**config.mk**
```make
export PLATFORM = sky130hd
export DESIGN_NAME = hex_keypad_entry
export DESIGN_NICKNAME = d
export VERILOG_FILES = /design/src/rtl/keypad_pkg.sv /design/src/rtl/keypad_decode.sv /design/src/rtl/hex_keypad_entry.sv
export SDC_FILE = /design/constraint.sdc
export NUM_CORES = 1
export LEC_CHECK = 0
export BUFFER_PORTS_ARGS = -buffer_cell sky130_fd_sc_hd__buf_2
export CAP_MARGIN = 20
export CORE_ASPECT_RATIO = 1.1
export CORE_MARGIN = 2
export CORE_UTILIZATION = 25
export DETAILED_ROUTE_END_ITERATION = 8
export GPL_TIMING_DRIVEN = 0
export SLEW_MARGIN = 20
export SYNTH_ARGS = -nofsm -noshare
export SYNTH_HDL_FRONTEND = slang
export SYNTH_SLANG_ARGS = --single-unit
export TNS_END_PERCENT = 20
```
**constraint.sdc**
```tcl
create_clock -name clk -period 2.3 [get_ports clk]
set_input_delay 0.345 -clock clk [delete_from_list [all_inputs] [get_ports clk]]
set_output_delay 0.345 -clock clk [all_outputs]
set_load 0.02 [all_outputs]
```
**src/rtl/keypad_pkg.sv**
```systemverilog
// Shared keypad definitions: FSM states, key map and column drive codes.
// Used by the entry block and by any other keypad consumer.
package keypad_pkg;

    localparam logic [1:0] SCAN     = 2'd0;
    localparam logic [1:0] DEBOUNCE = 2'd1;
    localparam logic [1:0] HELD     = 2'd2;

    // Nibble {row, col} holds the legend printed on that key.
    localparam logic [63:0] KEY_MAP = 64'hDEF0_C987_B654_A321;

    localparam logic [3:0] COL0 = 4'b1110;
    localparam logic [3:0] COL1 = 4'b1101;
    localparam logic [3:0] COL2 = 4'b1011;
    localparam logic [3:0] COL3 = 4'b0111;

    function automatic logic [3:0] col_drive(input logic [1:0] idx);
        logic [3:0] c;
        unique case (idx)
            2'd0: c = COL0;
            2'd1: c = COL1;
            2'd2: c = COL2;
            default: c = COL3;
        endcase
        return c;
    endfunction

    function automatic logic [3:0] key_lookup(
        input logic [1:0] r,
        input logic [1:0] c
    );
        logic [5:0] base;
        base = {r, c, 2'b00};
        return KEY_MAP[base +: 4];
    endfunction

endpackage

```
**src/rtl/keypad_decode.sv**
```systemverilog
// Maps the active column and a row pattern to a key code.
// Patterns without exactly one low row are reported as no key.
module keypad_decode (
    input  logic [1:0] col_idx,
    input  logic [3:0] row_pat,
    output logic       valid,
    output logic [3:0] code
);
    import keypad_pkg::*;

    logic [1:0] r;

    always_comb begin
        valid = 1'b1;
        r     = 2'd0;
        unique case (1'b1)
            (row_pat == 4'b1110): r = 2'd0;
            (row_pat == 4'b1101): r = 2'd1;
            (row_pat == 4'b1011): r = 2'd2;
            (row_pat == 4'b0111): r = 2'd3;
            default: valid = 1'b0;
        endcase
        code = valid ? key_lookup(r, col_idx) : 4'h0;
    end

endmodule

```
**src/rtl/hex_keypad_entry.sv**
```systemverilog
// Scans a 4x4 hex keypad, debounces presses and shifts accepted
// digits into a 32-bit entry register, newest digit in data[3:0].
module hex_keypad_entry #(
    parameter int SCAN_DIV = 1000,
    parameter int DEBOUNCE = 8
) (
    input  logic        clk,
    input  logic        rs,
    input  logic [3:0]  row,
    input  logic        clr,
    output logic [3:0]  col,
    output logic [31:0] data,
    output logic [3:0]  key_code,
    output logic        key_valid
);
    import keypad_pkg::*;

    localparam int TW = $clog2(SCAN_DIV);
    localparam logic [TW-1:0] TICK_LAST = TW'(SCAN_DIV - 1);
    localparam logic [7:0] DB_LAST = 8'(DEBOUNCE);

    logic [3:0]    row_m, row_s;
    logic [TW-1:0] tcnt;
    logic          tick;
    logic [1:0]    state, state_n;
    logic [7:0]    cnt, cnt_n, cnt_inc;
    logic [1:0]    cidx, cidx_n;
    logic [3:0]    pat, pat_n;
    logic          accept;
    logic          dec_valid;
    logic [3:0]    dec_code;
    logic          match, idle;

    always_ff @(posedge clk or posedge rs) begin
        if (rs) begin
            row_m <= 4'hF;
            row_s <= 4'hF;
            tcnt  <= '0;
        end else begin
            row_m <= row;
            row_s <= row_m;
            tcnt  <= tick ? '0 : tcnt + TW'(1);
        end
    end

    assign tick    = (tcnt == TICK_LAST);
    assign cnt_inc = cnt + 8'd1;
    assign match   = (row_s == pat);
    assign idle    = (row_s == 4'hF);

    keypad_decode u_decode (
        .col_idx (cidx),
        .row_pat (row_s),
        .valid   (dec_valid),
        .code    (dec_code)
    );

    always_ff @(posedge clk or posedge rs) begin
        if (rs) begin
            state <= keypad_pkg::SCAN;
            cnt   <= 8'd0;
            cidx  <= 2'd0;
            pat   <= 4'hF;
        end else begin
            state <= state_n;
            cnt   <= cnt_n;
            cidx  <= cidx_n;
            pat   <= pat_n;
        end
    end

    always_comb begin
        state_n = state;
        if (tick) begin
            case (state)
                keypad_pkg::SCAN:
                    if (dec_valid)
                        state_n = (DEBOUNCE == 1) ? keypad_pkg::HELD
                                                  : keypad_pkg::DEBOUNCE;
                keypad_pkg::DEBOUNCE:
                    if (!match)
                        state_n = keypad_pkg::SCAN;
                    else if (cnt_inc == DB_LAST)
                        state_n = keypad_pkg::HELD;
                keypad_pkg::HELD:
                    if (idle && cnt_inc == DB_LAST)
                        state_n = keypad_pkg::SCAN;
                default: state_n = keypad_pkg::SCAN;
            endcase
        end
    end

    always_comb begin
        cnt_n  = cnt;
        cidx_n = cidx;
        pat_n  = pat;
        accept = 1'b0;
        if (tick) begin
            case (state)
                keypad_pkg::SCAN: begin
                    if (dec_valid) begin
                        pat_n  = row_s;
                        accept = (DEBOUNCE == 1);
                        cnt_n  = (DEBOUNCE == 1) ? 8'd0 : 8'd1;
                    end else begin
                        cidx_n = cidx + 2'd1;
                    end
                end
                keypad_pkg::DEBOUNCE: begin
                    if (!match) begin
                        cnt_n  = 8'd0;
                        cidx_n = cidx + 2'd1;
                    end else if (cnt_inc == DB_LAST) begin
                        cnt_n  = 8'd0;
                        accept = 1'b1;
                    end else begin
                        cnt_n  = cnt_inc;
                    end
                end
                keypad_pkg::HELD: begin
                    // Any low row restarts the release count; no auto-repeat.
                    if (!idle) begin
                        cnt_n  = 8'd0;
                    end else if (cnt_inc == DB_LAST) begin
                        cnt_n  = 8'd0;
                        cidx_n = cidx + 2'd1;
                    end else begin
                        cnt_n  = cnt_inc;
                    end
                end
                default: cnt_n = 8'd0;
            endcase
        end
    end

    always_ff @(posedge clk or posedge rs) begin
        if (rs) begin
            col       <= COL0;
            data      <= 32'd0;
            key_code  <= 4'h0;
            key_valid <= 1'b0;
        end else begin
            col       <= col_drive(cidx_n);
            key_valid <= accept;
            if (accept) begin
                key_code <= dec_code;
                data     <= clr ? {28'd0, dec_code}
                                : {data[27:0], dec_code};
            end else if (clr) begin
                data <= 32'd0;
            end
        end
    end

endmodule
```
* Word level (Yosys, flattened, before mapping)
Index checks and enable logic that the tools add are counted.
** Operators by class
- Reductions and logical operators :: 8
- Mux-type cells :: 28
- Eq/ne operators :: 15
- $add $sub $neg :: 3
- Shift-type cells :: 1
** Operators with widths (number)
- 32-bit 2-to-1 mux :: 3
- 64-bit by 7-bit indexed part select with 4-bit output (first input constant) :: 1
- 8-bit 2-to-1 mux :: 4
- 8-bit one-hot mux with 3 select lines :: 1
- 2-bit 2-to-1 mux :: 9
- 2-bit one-hot mux with 3 select lines :: 3
- 4-bit == test (second input constant) :: 4
- 4-bit one-hot mux with 3 select lines :: 1
- 10-bit by 1-bit adder with 10-bit output (second input constant) :: 1
- 10-bit == test (second input constant) :: 1
- 10-bit 2-to-1 mux :: 1
- 8-bit by 1-bit adder with 8-bit output (second input constant) :: 1
- 8-bit by 4-bit == test with 1-bit output (second input constant) :: 1
- 1-bit 2-to-1 mux :: 5
- 2-bit by 1-bit == test with 1-bit output (second input constant) :: 2
- 2-bit == test (second input constant) :: 2
- 4-bit by 3-bit == test with 1-bit output (second input constant) :: 1
- 4-bit == test :: 1
- 2-bit zero test :: 2
- 4-bit 2-to-1 mux :: 1
- 2-bit inequality test (second input constant) :: 2
- 4-bit AND reduction :: 1
- 4-bit OR reduction :: 1
- 3-bit inequality test (second input constant) :: 1
- other kinds (5) :: 5
** Word-level totals
- Register bits after elaboration :: 75
- Word-level logic and storage cells :: 66
- Output and inout bits :: 41

* Logic depth before layout (Yosys ltp)
Gate-level depths: netlist of the first run.
- Word-level depth :: 8
- Mapped depth :: 8

* Modules after synthesis
From an unflattened synthesis of the first run, not the netlist that was laid out.
** Unflattened totals
- Cell total of the unflattened synthesis :: 389
- Area, all modules :: 3955.0 µm²
** Modules (own cells, without submodules)
- hex_keypad_entry :: instances 1, area each 3633.5 µm², cells an instance 347, seq. area each 1895.6 µm²
- keypad_decode :: instances 1, area each 321.6 µm², cells an instance 42, seq. area each 0.0 µm²

* Worst setup path before layout of the first run
Ideal clock, no wire load.
- Path type :: reg-to-reg
- Start point :: register cnt[0]
- End point :: register col[2]
- Path slack :: -0.094 ns
- Path buffers :: 1
- Arrival :: 2.309 ns
- Cell stages (with the launch flop) :: 8
- Cells stage by stage :: dfrtp_1 -> ha_1 -> or3_1 -> a211o_1 -> a211oi_4 -> a32o_1 -> buf_4 -> mux2_1
** Between the ends
- Cells in the longest elaborated chain, start to end :: 8
- Elaborated cells on any way between the ends :: 10
** RTL lines
- start: declaration :: line hex_keypad_entry.sv:26 : logic [7:0] cnt, cnt_n, cnt_inc;
- start signal: assignment :: line hex_keypad_entry.sv:66 : cnt <= cnt_n;
- 8-bit by 1-bit adder with 8-bit output * :: line hex_keypad_entry.sv:47 : assign cnt_inc = cnt + 8'd1;
- 8-bit by 4-bit == test with 1-bit output * :: line hex_keypad_entry.sv:124 : end else if (cnt_inc == DB_LAST) begin
- 2-bit 2-to-1 mux * :: line hex_keypad_entry.sv:124
- 2-bit 2-to-1 mux * :: line hex_keypad_entry.sv:122 : if (!idle) begin
- 2-bit one-hot mux with 3 select lines * :: line hex_keypad_entry.sv:99 : case (state)
- 2-bit 2-to-1 mux * :: line hex_keypad_entry.sv:98 : if (tick) begin
- 2-bit == test (tied with other cells) :: line keypad_pkg.sv:19 : unique case (idx)
- 4-bit one-hot mux with 3 select lines * :: line keypad_pkg.sv:19
- end signal: assignment :: line hex_keypad_entry.sv:143 : col <= col_drive(cidx_n);
- end: declaration :: line hex_keypad_entry.sv:11 : output logic [3:0] col,
Mark *: on every way between the ends. The rest lies on a longest branch, timed or not.
A chain may end at the register's enable or synchronous reset.

* Worst setup path after layout of the first run
Same ends and word-level chain as after synthesis.

==> results of run 1 <==
==> cell type report <==
class / count / share of cell area
sequential: 75 / 0.416
multi-input combinational: 252 / 0.353
timing repair buffer: 59 / 0.0766
clock buffer: 12 / 0.0563
tap: 188 / 0.0516
buffer: 20 / 0.0242
clock inverter: 4 / 0.0159
inverter: 7 / 0.00632
==> Yosys cell counts (all sizes together), types with 3 or more instances <==
cell type | count | area share
xnor2 | 5 | 0.012
nand3 | 42 | 0.059
and2 | 3 | 0.0053
clkbuf | 17 | 0.018
xor2 | 9 | 0.022
mux2i | 6 | 0.017
nor2b | 3 | 0.0053
nor3 | 5 | 0.0071
a21oi | 32 | 0.045
dfrtp | 60 | 0.42
dfstp | 15 | 0.11
nand2b | 4 | 0.0071
nand2 | 21 | 0.022
and3 | 5 | 0.0088
nand4 | 3 | 0.0053
o21ai | 43 | 0.061
inv | 6 | 0.0064
nor2 | 24 | 0.025
mux2 | 9 | 0.029
a22o | 4 | 0.0099
buf | 7 | 0.010
ha | 5 | 0.018
==> report_power, final <==
part           internal, mW  switching [mW]  leakage, nW
clock                  1.01           0.526        0.159
sequential             1.33         0.00635        0.981
combinational        0.0232          0.0584        0.870
==> through the flow <==
stage | hold slack, ps | instance area [sq um]
after global placement | 346 | 4020
final | -0.0534 | 4560
after CTS | 5.12 | 4480
after detailed placement | 349 | 4050
after floorplan | 345 | 3540
after global routing | 28.0 | 4560
==> worst max path at each step <==
stage / from / endpoint / cells past startpoint
final: cnt[0] / col[2] / 7
after global routing: cnt[0] / col[2] / 7
after CTS: cnt[0] / data[1] / 6
after detailed placement: row_s[2] / data[2] / 8
after global placement: rs / key_code[1] / 2
after floorplan: cnt[0] / col[2] / 7
==> per-layer routing <==
layer  track usage  vias to the layer above  share of wire
met5             0                        -              0
met3        0.0235                       17          0.036
met1         0.147                     1493           0.45
met4        0.0539                        0          0.022
met2         0.195                       74           0.49
li1              -                     1420              -
==> kinds of logic (layout without fill, tap and decap cells) <==
group,Yosys count,after routing,share of synthesized area
flops,75,75,0.535
buf+inv,31,102,0.0357
simple gates,119,119,0.165
xor+xnor,14,14,0.0346
fa+ha+maj,5,5,0.0177
mux,15,15,0.0456
compound gates,99,99,0.166
==> registers in the layout, indices dropped and copies added (netlist names) <==
signal / flops
cidx: 2
cnt: 8
col: 4
data: 32
key_code: 4
key_valid: 1
pat: 4
row_m: 4
row_s: 4
state: 2
tcnt: 10
==> timing repair <==
action	4_1_cts	5_1_grt
pin swaps	4	5
setup endpoints to repair	56	48
resized for setup	22	19
buffers inserted	7	4
hold buffers	0	0
==> out/qor.txt, run 1 <==
Die Y = 129 microns
Non-Filler Instances = 617
Hold Path Class = input pin to async pin
NumNets Final = 436
Critical path class = flip-flop to flip-flop
Number of DRC markers in iteration 0 = 174
Initial Utilization = 0.256
Max H-tree Level = 3
Clock transition at path regs = 60 ps
Commonest non-fill, non-tap cell in the layout = dfrtp_1
Layout cells sized above 1 = 0.301
CTS Buf Count = 9
Antenna cell count = 0
DPL Wire Length = 5960 microns
Register area = 1900 sq um
Most frequent cells in the layout = dfrtp_1, buf_2, nand3_1, o21ai_0, a21oi_1
Share of the yosys chip area belonging to registers = 0.535
Maximum vdd drop = 0.439 mV
Status = finished with violations
Core ar. = 13900 sq um
CP max-delay cell = dfrtp_1
Failing checks = hold timing, setup timing
Antenna Nets Post-Route = 0
Reg2reg end = col[2]
Worst Clk Skew = 8.95 ps
Area delta synth->final = 28.6%
Fmax = 424 MHz
Final Hold Viols = 1
Final Core Density = 0.329
Num Clock Sinks = 75
RR Startpoint = cnt[0]
Site Rows = 45
Critical Path AT = 2610 ps
Pwr dens = 649 nW/um^2
R2R Setup Slk = -60 ps
Initial antenna violation count = 0
Final Max Slew Viols = 0
Syn_nets = 370
Die W = 117 microns
Main synth FF type = dfrtp_1
Gr ovfl total = 0
CTS tree = yes
Total negative slack = -125 ps
Worst setup margin = -55.9 ps
Cell variety after synth = 46
Clk root buf = clkbuf_16
Global placement routability congestion = 0.788
# DRC = 0
Worst Tran Pin Value = 672 ps
Crit Path Max Fanout = 6
Largest net degree at the start of global routing = 50
Endpoints failing setup = 4
Final Critical Period = 2360 ps
I/O pin cnt = 48
Placed cell count = 594
RSZ-0062 raised after global routing = yes
Crit-path cells = ha_4, or3_4, a211o_1, a211oi_4, a32o_2, buf_6, mux2_4
Vias in the first global route = 2953
Area of the multi-input gates = 1610 sq um
Via count = 3004
Max-cap violation count = 0
Slowest stage delay, CP = 410 ps
Vias/cell = 4.87
Avg Cell Area, Syn = 9.89 sq um
Buf/Inv on CP = 1
Family with the most delay on the worst path = compound AO/OA/AOI/OAI gates
First-pass GRT wire length = 14400 microns
Worst setup slack after placement = -385 ps
CP Capture Type = flip-flop
Mapped cell area = 3540 sq um
Worst skew pair latency = 330 ps
Critical Path RT = 2550 ps
Initial DRT Pass Iterations = 5
Power consumption = 2.95 mW
Syn Inst Count = 358
Ratio of final minimum period to clock period = 1.02
LEAKAGE = 2.01 nW
Reg2Reg Depth = 7
WHS = -0.0534 ps
Post-synthesis register bit count = 75
Async S/R FF share, synth = 1.00
CTS max path bufs = 2
EDFF count, synth = 0
Slew headroom = 0.552
Startpoint Class = flip-flop
Drt wl/cell = 14.1 microns
IO buf count = 47
Die Area = 15100 sq um
Post-Route WL = 8680 microns
Total GRT Usage = 0.117
Fill count = 1456
Synthesis Warnings = 0
Power figures use the tool's default switching activity.
==> run 2: changes to the inputs <==
clock period = 2.6 ns   (was 2.3 ns; I/O delays follow)
==> run 2 against run 1 <==
  * The run now ends clean
  * Core utilization shrank 0.56 points
  * Routed wire length shrank 3.3%
  * Clock power is essentially flat
  * Die area is the same
  * Register-to-register slack gained 180 ps
  * Sequential cell count is the same
  * Highest routed layer unchanged
==> out/qor.txt, run 2 (synthesized netlist as in run 1, its figures left out) <==
Endpoints failing setup = 0 (-4)
Critical Path RT = 2820 ps (+270 ps)
Fmax = 403 MHz (-5.0%)
Ratio of final minimum period to clock period = 0.954 (-0.0703)
Reg2Reg Depth = 7 (unchanged)
Via count = 2924 (-2.7%)
CTS tree = yes
# DRC = 0 (unchanged)
Area delta synth->final = 26.4%
Final Max Slew Viols = 0 (unchanged)
Die W = 117 microns (unchanged)
Total negative slack = 0 ps (+125 ps)
Gate power share = 0.027 (about the same)
Int Pwr = 2.26 mW (-4.5%)
Regs by FF count = data (32), tcnt (10), cnt (8)
Pwr dens = 621 nW/um^2 (-4.2%)
Vias/cell = 4.75 (-2.3%)
Max H-tree Level = 3 (unchanged)
Total GRT Usage = 0.115 (-0.00224)
Initial antenna violation count = 0 (unchanged)
Worst skew pair latency = 340 ps (about the same)
Fill count = 1441 (-1.0%)
Clk root buf = clkbuf_16
Global placement routability congestion = 0.810 (+2.8%)
Final Hold Viols = 0 (-1)
Sequential share of power = 0.425 (-0.028)
Die Y = 129 microns (unchanged)
Worst Tran Pin Value = 713 ps (+40.7 ps)
Max-cap violation count = 0 (unchanged)
Vias in the first global route = 2855 (-3.3%)
IO buf count = 47 (unchanged)
Worst setup margin = 120 ps (+175 ps)
Clock transition at path regs = 50 ps (about the same)
Worst setup slack after placement = -124 ps (+261 ps)
Largest net degree at the start of global routing = 53 (+6.0%)
I/O pin cnt = 48 (unchanged)
Maximum vdd drop = 0.390 mV (-11%)
First-pass GRT wire length = 14000 microns (-3.3%)
Drt wl/cell = 13.7 microns (-3.0%)
R2R Setup Slk = 120 ps (+180 ps)
Site Rows = 45 (unchanged)
Initial DRT Pass Iterations = 4 (-1)
CTS Buf Count = 9 (unchanged)
Crit Path Max Fanout = 10 (+4)
Switching share of total power = 0.188 (-0.0117)
Status = finished, final reports clean
CP Capture Type = flip-flop
Antenna cell count = 0 (unchanged)
Num Clock Sinks = 75 (unchanged)
Worst Clk Skew = 8.23 ps (-0.716 ps)
RSZ-0062 raised after global routing = yes
Startpoint Class = flip-flop
Switch Pwr = 0.524 mW (-11%)
Initial Utilization = 0.256 (unchanged)
Slew headroom = 0.525 (-0.0271)
DPL Wire Length = 5820 microns (-2.3%)
Critical Path AT = 2700 ps (+90 ps)
Most frequent cells in the layout = dfrtp_1, buf_2, o21ai_0, nand3_1, a21oi_1
Placed Instance Area = 4040 sq um (about the same)
Final Critical Period = 2480 ps (+125 ps)
Number of DRC markers in iteration 0 = 181 (+4.0%)
Gr ovfl total = 0 (unchanged)
Commonest non-fill, non-tap cell in the layout = dfrtp_1
Biggest register = data
Die Area = 15100 sq um (unchanged)
RR Startpoint = tcnt[0]
Antenna Nets Post-Route = 0 (unchanged)
Post-Route WL = 8400 microns (-3.3%)
Final Core Density = 0.323 (-0.00560)
Largest register FFs = 32 (unchanged)
LEAKAGE = 1.97 nW (-2.1%)
CTS max path bufs = 2 (unchanged)
Hold Path Class = input pin to async pin
Final instance area = 4480 sq um (-1.7%)
Critical path class = flip-flop to flip-flop
Core ar. = 13900 sq um (unchanged)
NumNets Final = 434 (-0.46%)
Layout cells sized above 1 = 0.253 (-0.0478)
Clock share of power = 0.549 (+0.030)
Reg2reg end = cnt[5]
## run 2: cell types whose count changed in the layout (fill, tap and decap cells not counted), moves of 3 or more
cell and delta:
buf_4 -6, clkbuf_1 +6, mux2_4 -4, o21ai_0 +3
o21ai_1 -3
## run 2: layout make-up
type	count	area, sq um	share of cell area
buffer	24	114	0.0254
clock buffer	11	243	0.0542
clock inverter	5	124	0.0277
inverter	7	28.8	0.00643
multi-input combinational	252	1540	0.343
sequential	75	1900	0.423
tap	188	235	0.0525
timing repair buffer	53	300	0.0671
## run 2: power by group through the flow
stage	clock, mW	combinational [mW]	sequential [mW]
after global placement	0	0.0670	1.20
final	1.53	0.0745	1.18
after floorplan	0	0.0481	1.20
after CTS	1.55	0.0744	1.18
after global routing	1.61	0.0843	1.18
after detailed placement	0	0.0740	1.20
## run 2: repair_timing
| action | CTS | global route |
|---|---|---|
| setup endpoints to repair | 11 | 42 |
| pin swaps | 1 | 1 |
| gates resized for setup | 1 | 15 |
| setup buffers | 4 | 1 |
| hold buffers | 0 | 0 |
## run 2: per-stage QoR
stage	hold slack, ps	instances	power [mW]
floorplan	345	358	1.25
global placement	346	593	1.27
detailed placement	347	594	1.28
CTS	33.9	614	2.81
global route	50.2	615	2.88
finish	29.1	615	2.78
## run 2: worst max-delay path: stages (launching register included)
cell and delay (ps):
dfrtp_1 390, ha_1 250, nand4b_1 160, nor3_1 340, clkbuf_1 400, o31a_1 420
o21ai_0 150, a22o_1 250
## run 2: how the worst max path moves through the flow
| stage | from | end | slack, ps | cells past startpoint |
|---|---|---|---|---|
| finish | tcnt[0] | cnt[5] | 120 | 7 |
| detailed placement | cnt[0] | data[1] | -120 | 6 |
| CTS | row_s[1] | data[19] | 10 | 8 |
| floorplan | cnt[0] | col[2] | 210 | 7 |
| global route | tcnt[0] | cnt[5] | -80 | 7 |
| global placement | rs | key_code[1] | -610 | 2 |
## run 2: routing by layer
layer	part of all wire	wire length, microns	global-route usage	vias up
met5	0	0	0	-
met4	0.018	152	0.0503	0
met3	0.037	308	0.0319	13
met2	0.49	4130	0.183	64
met1	0.45	3800	0.147	1438
li1	-	-	-	1409
==> run 3: changes to the inputs <==
CELL_PAD_IN_SITES_DETAIL_PLACEMENT = 0   (was default)
CELL_PAD_IN_SITES_GLOBAL_PLACEMENT = 1   (was default)
PLACE_DENSITY_LB_ADDON = 0.1   (was default)
==> run 3 against run 2 <==
  * Sequential cell count unchanged
  * Final cell count down 0.33%
  * Fmax down 1.1%
  * Setup slack worse by 26 ps
  * Critical path depth down 1
  * Clock skew down 2.1 ps
  * Die area unchanged
  * First-iteration DRC count down 35%
  * Sequential share of layout area up 1.1 points
  * Largest cell class unchanged
==> out/qor.txt, run 3 (synthesized netlist as in run 1, its figures left out) <==
Status = finished, final reports clean
# DRC = 0 (unchanged)
Global placement routability congestion = 0.723 (-11%)
CTS tree = yes
Site Rows = 45 (unchanged)
Critical Path AT = 2730 ps (+30 ps)
Initial DRT Pass Iterations = 5 (+1)
Antenna cell count = 0 (unchanged)
First-pass GRT wire length = 15600 microns (+12%)
Final Hold Viols = 0 (unchanged)
CTS max path bufs = 2 (unchanged)
Sequential share of power = 0.498 (+0.073)
Vias in the first global route = 2956 (+3.5%)
Initial antenna violation count = 0 (unchanged)
Initial Utilization = 0.256 (unchanged)
Drt wl/cell = 15.0 microns (+10%)
Regs by FF count = data (32), tcnt (10), cnt (8)
I/O pin cnt = 48 (unchanged)
Vias/cell = 4.74 (-0.22%)
Area delta synth->final = 23.2%
Largest net degree at the start of global routing = 50 (-5.7%)
Clk root buf = clkbuf_16
Pwr dens = 545 nW/um^2 (-12%)
Final Max Slew Viols = 0 (unchanged)
Reg2Reg Depth = 6 (-1)
WHS = 142 ps (+113 ps)
Total GRT Usage = 0.130 (+0.0151)
Maximum vdd drop = 0.254 mV (-35%)
Final Critical Period = 2510 ps (+26.4 ps)
DPL Wire Length = 6230 microns (+7.0%)
Number of DRC markers in iteration 0 = 117 (-35%)
Worst setup margin = 93.2 ps (-26.4 ps)
Max H-tree Level = 3 (unchanged)
Slew headroom = 0.472 (-0.0525)
Most frequent cells in the layout = dfrtp_1, buf_2, nand3_1, o21ai_0, a21oi_1
CTS Buf Count = 9 (unchanged)
Core ar. = 13900 sq um (unchanged)
Switching share of total power = 0.226 (+0.0376)
IO buf count = 47 (unchanged)
Die Area = 15100 sq um (unchanged)
Switch Pwr = 0.537 mW (+2.6%)
Clock share of power = 0.472 (-0.077)
Largest register FFs = 32 (unchanged)
Post-Route WL = 9220 microns (+9.8%)
Worst skew pair latency = 340 ps (about the same)
Clock transition at path regs = 60 ps (about the same)
Worst setup slack after placement = -235 ps (-111 ps)
Worst Tran Pin Value = 791 ps (+78.8 ps)
Critical Path RT = 2820 ps (about the same)
Antenna Nets Post-Route = 0 (unchanged)
Int Pwr = 1.84 mW (-18%)
Biggest register = data
Hold Path Class = input pin to async pin
Fmax = 399 MHz (-1.1%)
Gr ovfl total = 0 (unchanged)
Commonest non-fill, non-tap cell in the layout = dfrtp_1
Ratio of final minimum period to clock period = 0.964 (+0.0101)
Worst Clk Skew = 6.17 ps (-2.06 ps)
Endpoints failing setup = 0 (unchanged)
Die Y = 129 microns (unchanged)
Max-cap violation count = 0 (unchanged)
Crit Path Max Fanout = 6 (-4)
Die W = 117 microns (unchanged)
Gate power share = 0.030 (+0.003)
LEAKAGE = 1.93 nW (-2.1%)
Startpoint Class = flip-flop
Layout cells sized above 1 = 0.264 (+0.0106)
Critical path class = flip-flop to flip-flop
Via count = 2908 (-0.55%)
CP Capture Type = flip-flop
Num Clock Sinks = 75 (unchanged)
Fill count = 1482 (+2.8%)
NumNets Final = 432 (-0.46%)
-- run 3: final cells by class --
type | instances | area [sq um] | share of cell area
inverters | 7 | 28.8 | 0.00659
plain buffers | 22 | 106 | 0.0244
repair buffers | 53 | 293 | 0.0671
flip-flops and latches | 75 | 1900 | 0.434
multi-input cells | 252 | 1550 | 0.355
clock buffers | 13 | 240 | 0.0550
well taps | 188 | 235 | 0.0539
clock inverters | 3 | 15.0 | 0.00344
-- run 3: critical path, cell delays in order (launching register included) --
cell and delay, ps:
dfrtp_1 410, ha_2 230, or3_1 320, a211o_1 350, a211oi_4 370, and3_1 340
mux2_2 360
-- run 3: power by group through the flow --
stage	sequential [mW]	combinational, mW	clock [mW]
after floorplan	1.20	0.0481	0
after global placement	1.20	0.0729	0
after detailed placement	1.20	0.0770	0
after CTS	1.18	0.0778	1.16
after global routing	1.18	0.0819	1.23
final	1.18	0.0708	1.12
-- run 3: through the flow --
stage | setup TNS [ps] | utilization | std cells | power, mW | instance area [sq um]
2_1_floorplan | 0 | - | 358 | 1.25 | 3540
3_3_place_gp | -62790 | 0.290 | 593 | 1.27 | 4010
3_5_place_dp | -6100 | 0.291 | 594 | 1.28 | 4040
4_1_cts | 0 | 0.312 | 613 | 2.42 | 4330
5_1_grt | -1.50 | 0.315 | 613 | 2.50 | 4370
6_report | 0 | 0.315 | 613 | 2.38 | 4370
-- run 3: path summary, 6_finish.rpt --
path	endpoint	startpoint	slack (ps)
max in group asynchronous	col[3]	rs	1800
worst max register to register	key_code[1]	cnt[0]	90
worst min-delay path	data[29]	rs	140
min in group clk	row_m[2]	row[2]	150
worst min register to register	row_s[1]	row_m[1]	350
worst max-delay path	key_code[1]	cnt[0]	90
-- run 3: per-layer routing --
metal / vias up / GRT usage / part of all wire
li1: 1403 / - / -
met1: 1451 / 0.173 / 0.49
met2: 42 / 0.206 / 0.47
met3: 12 / 0.0310 / 0.027
met4: 0 / 0.0489 / 0.015
met5: - / 0 / 0
-- run 3: what timing repair did --
| item | CTS | global route |
|---|---|---|
| resized for setup | 6 | 15 |
| endpoints found under the setup margin | 46 | 55 |
| hold buffers | 0 | 0 |
| pin swaps | 1 | 2 |
| setup buffers | 3 | 2 |
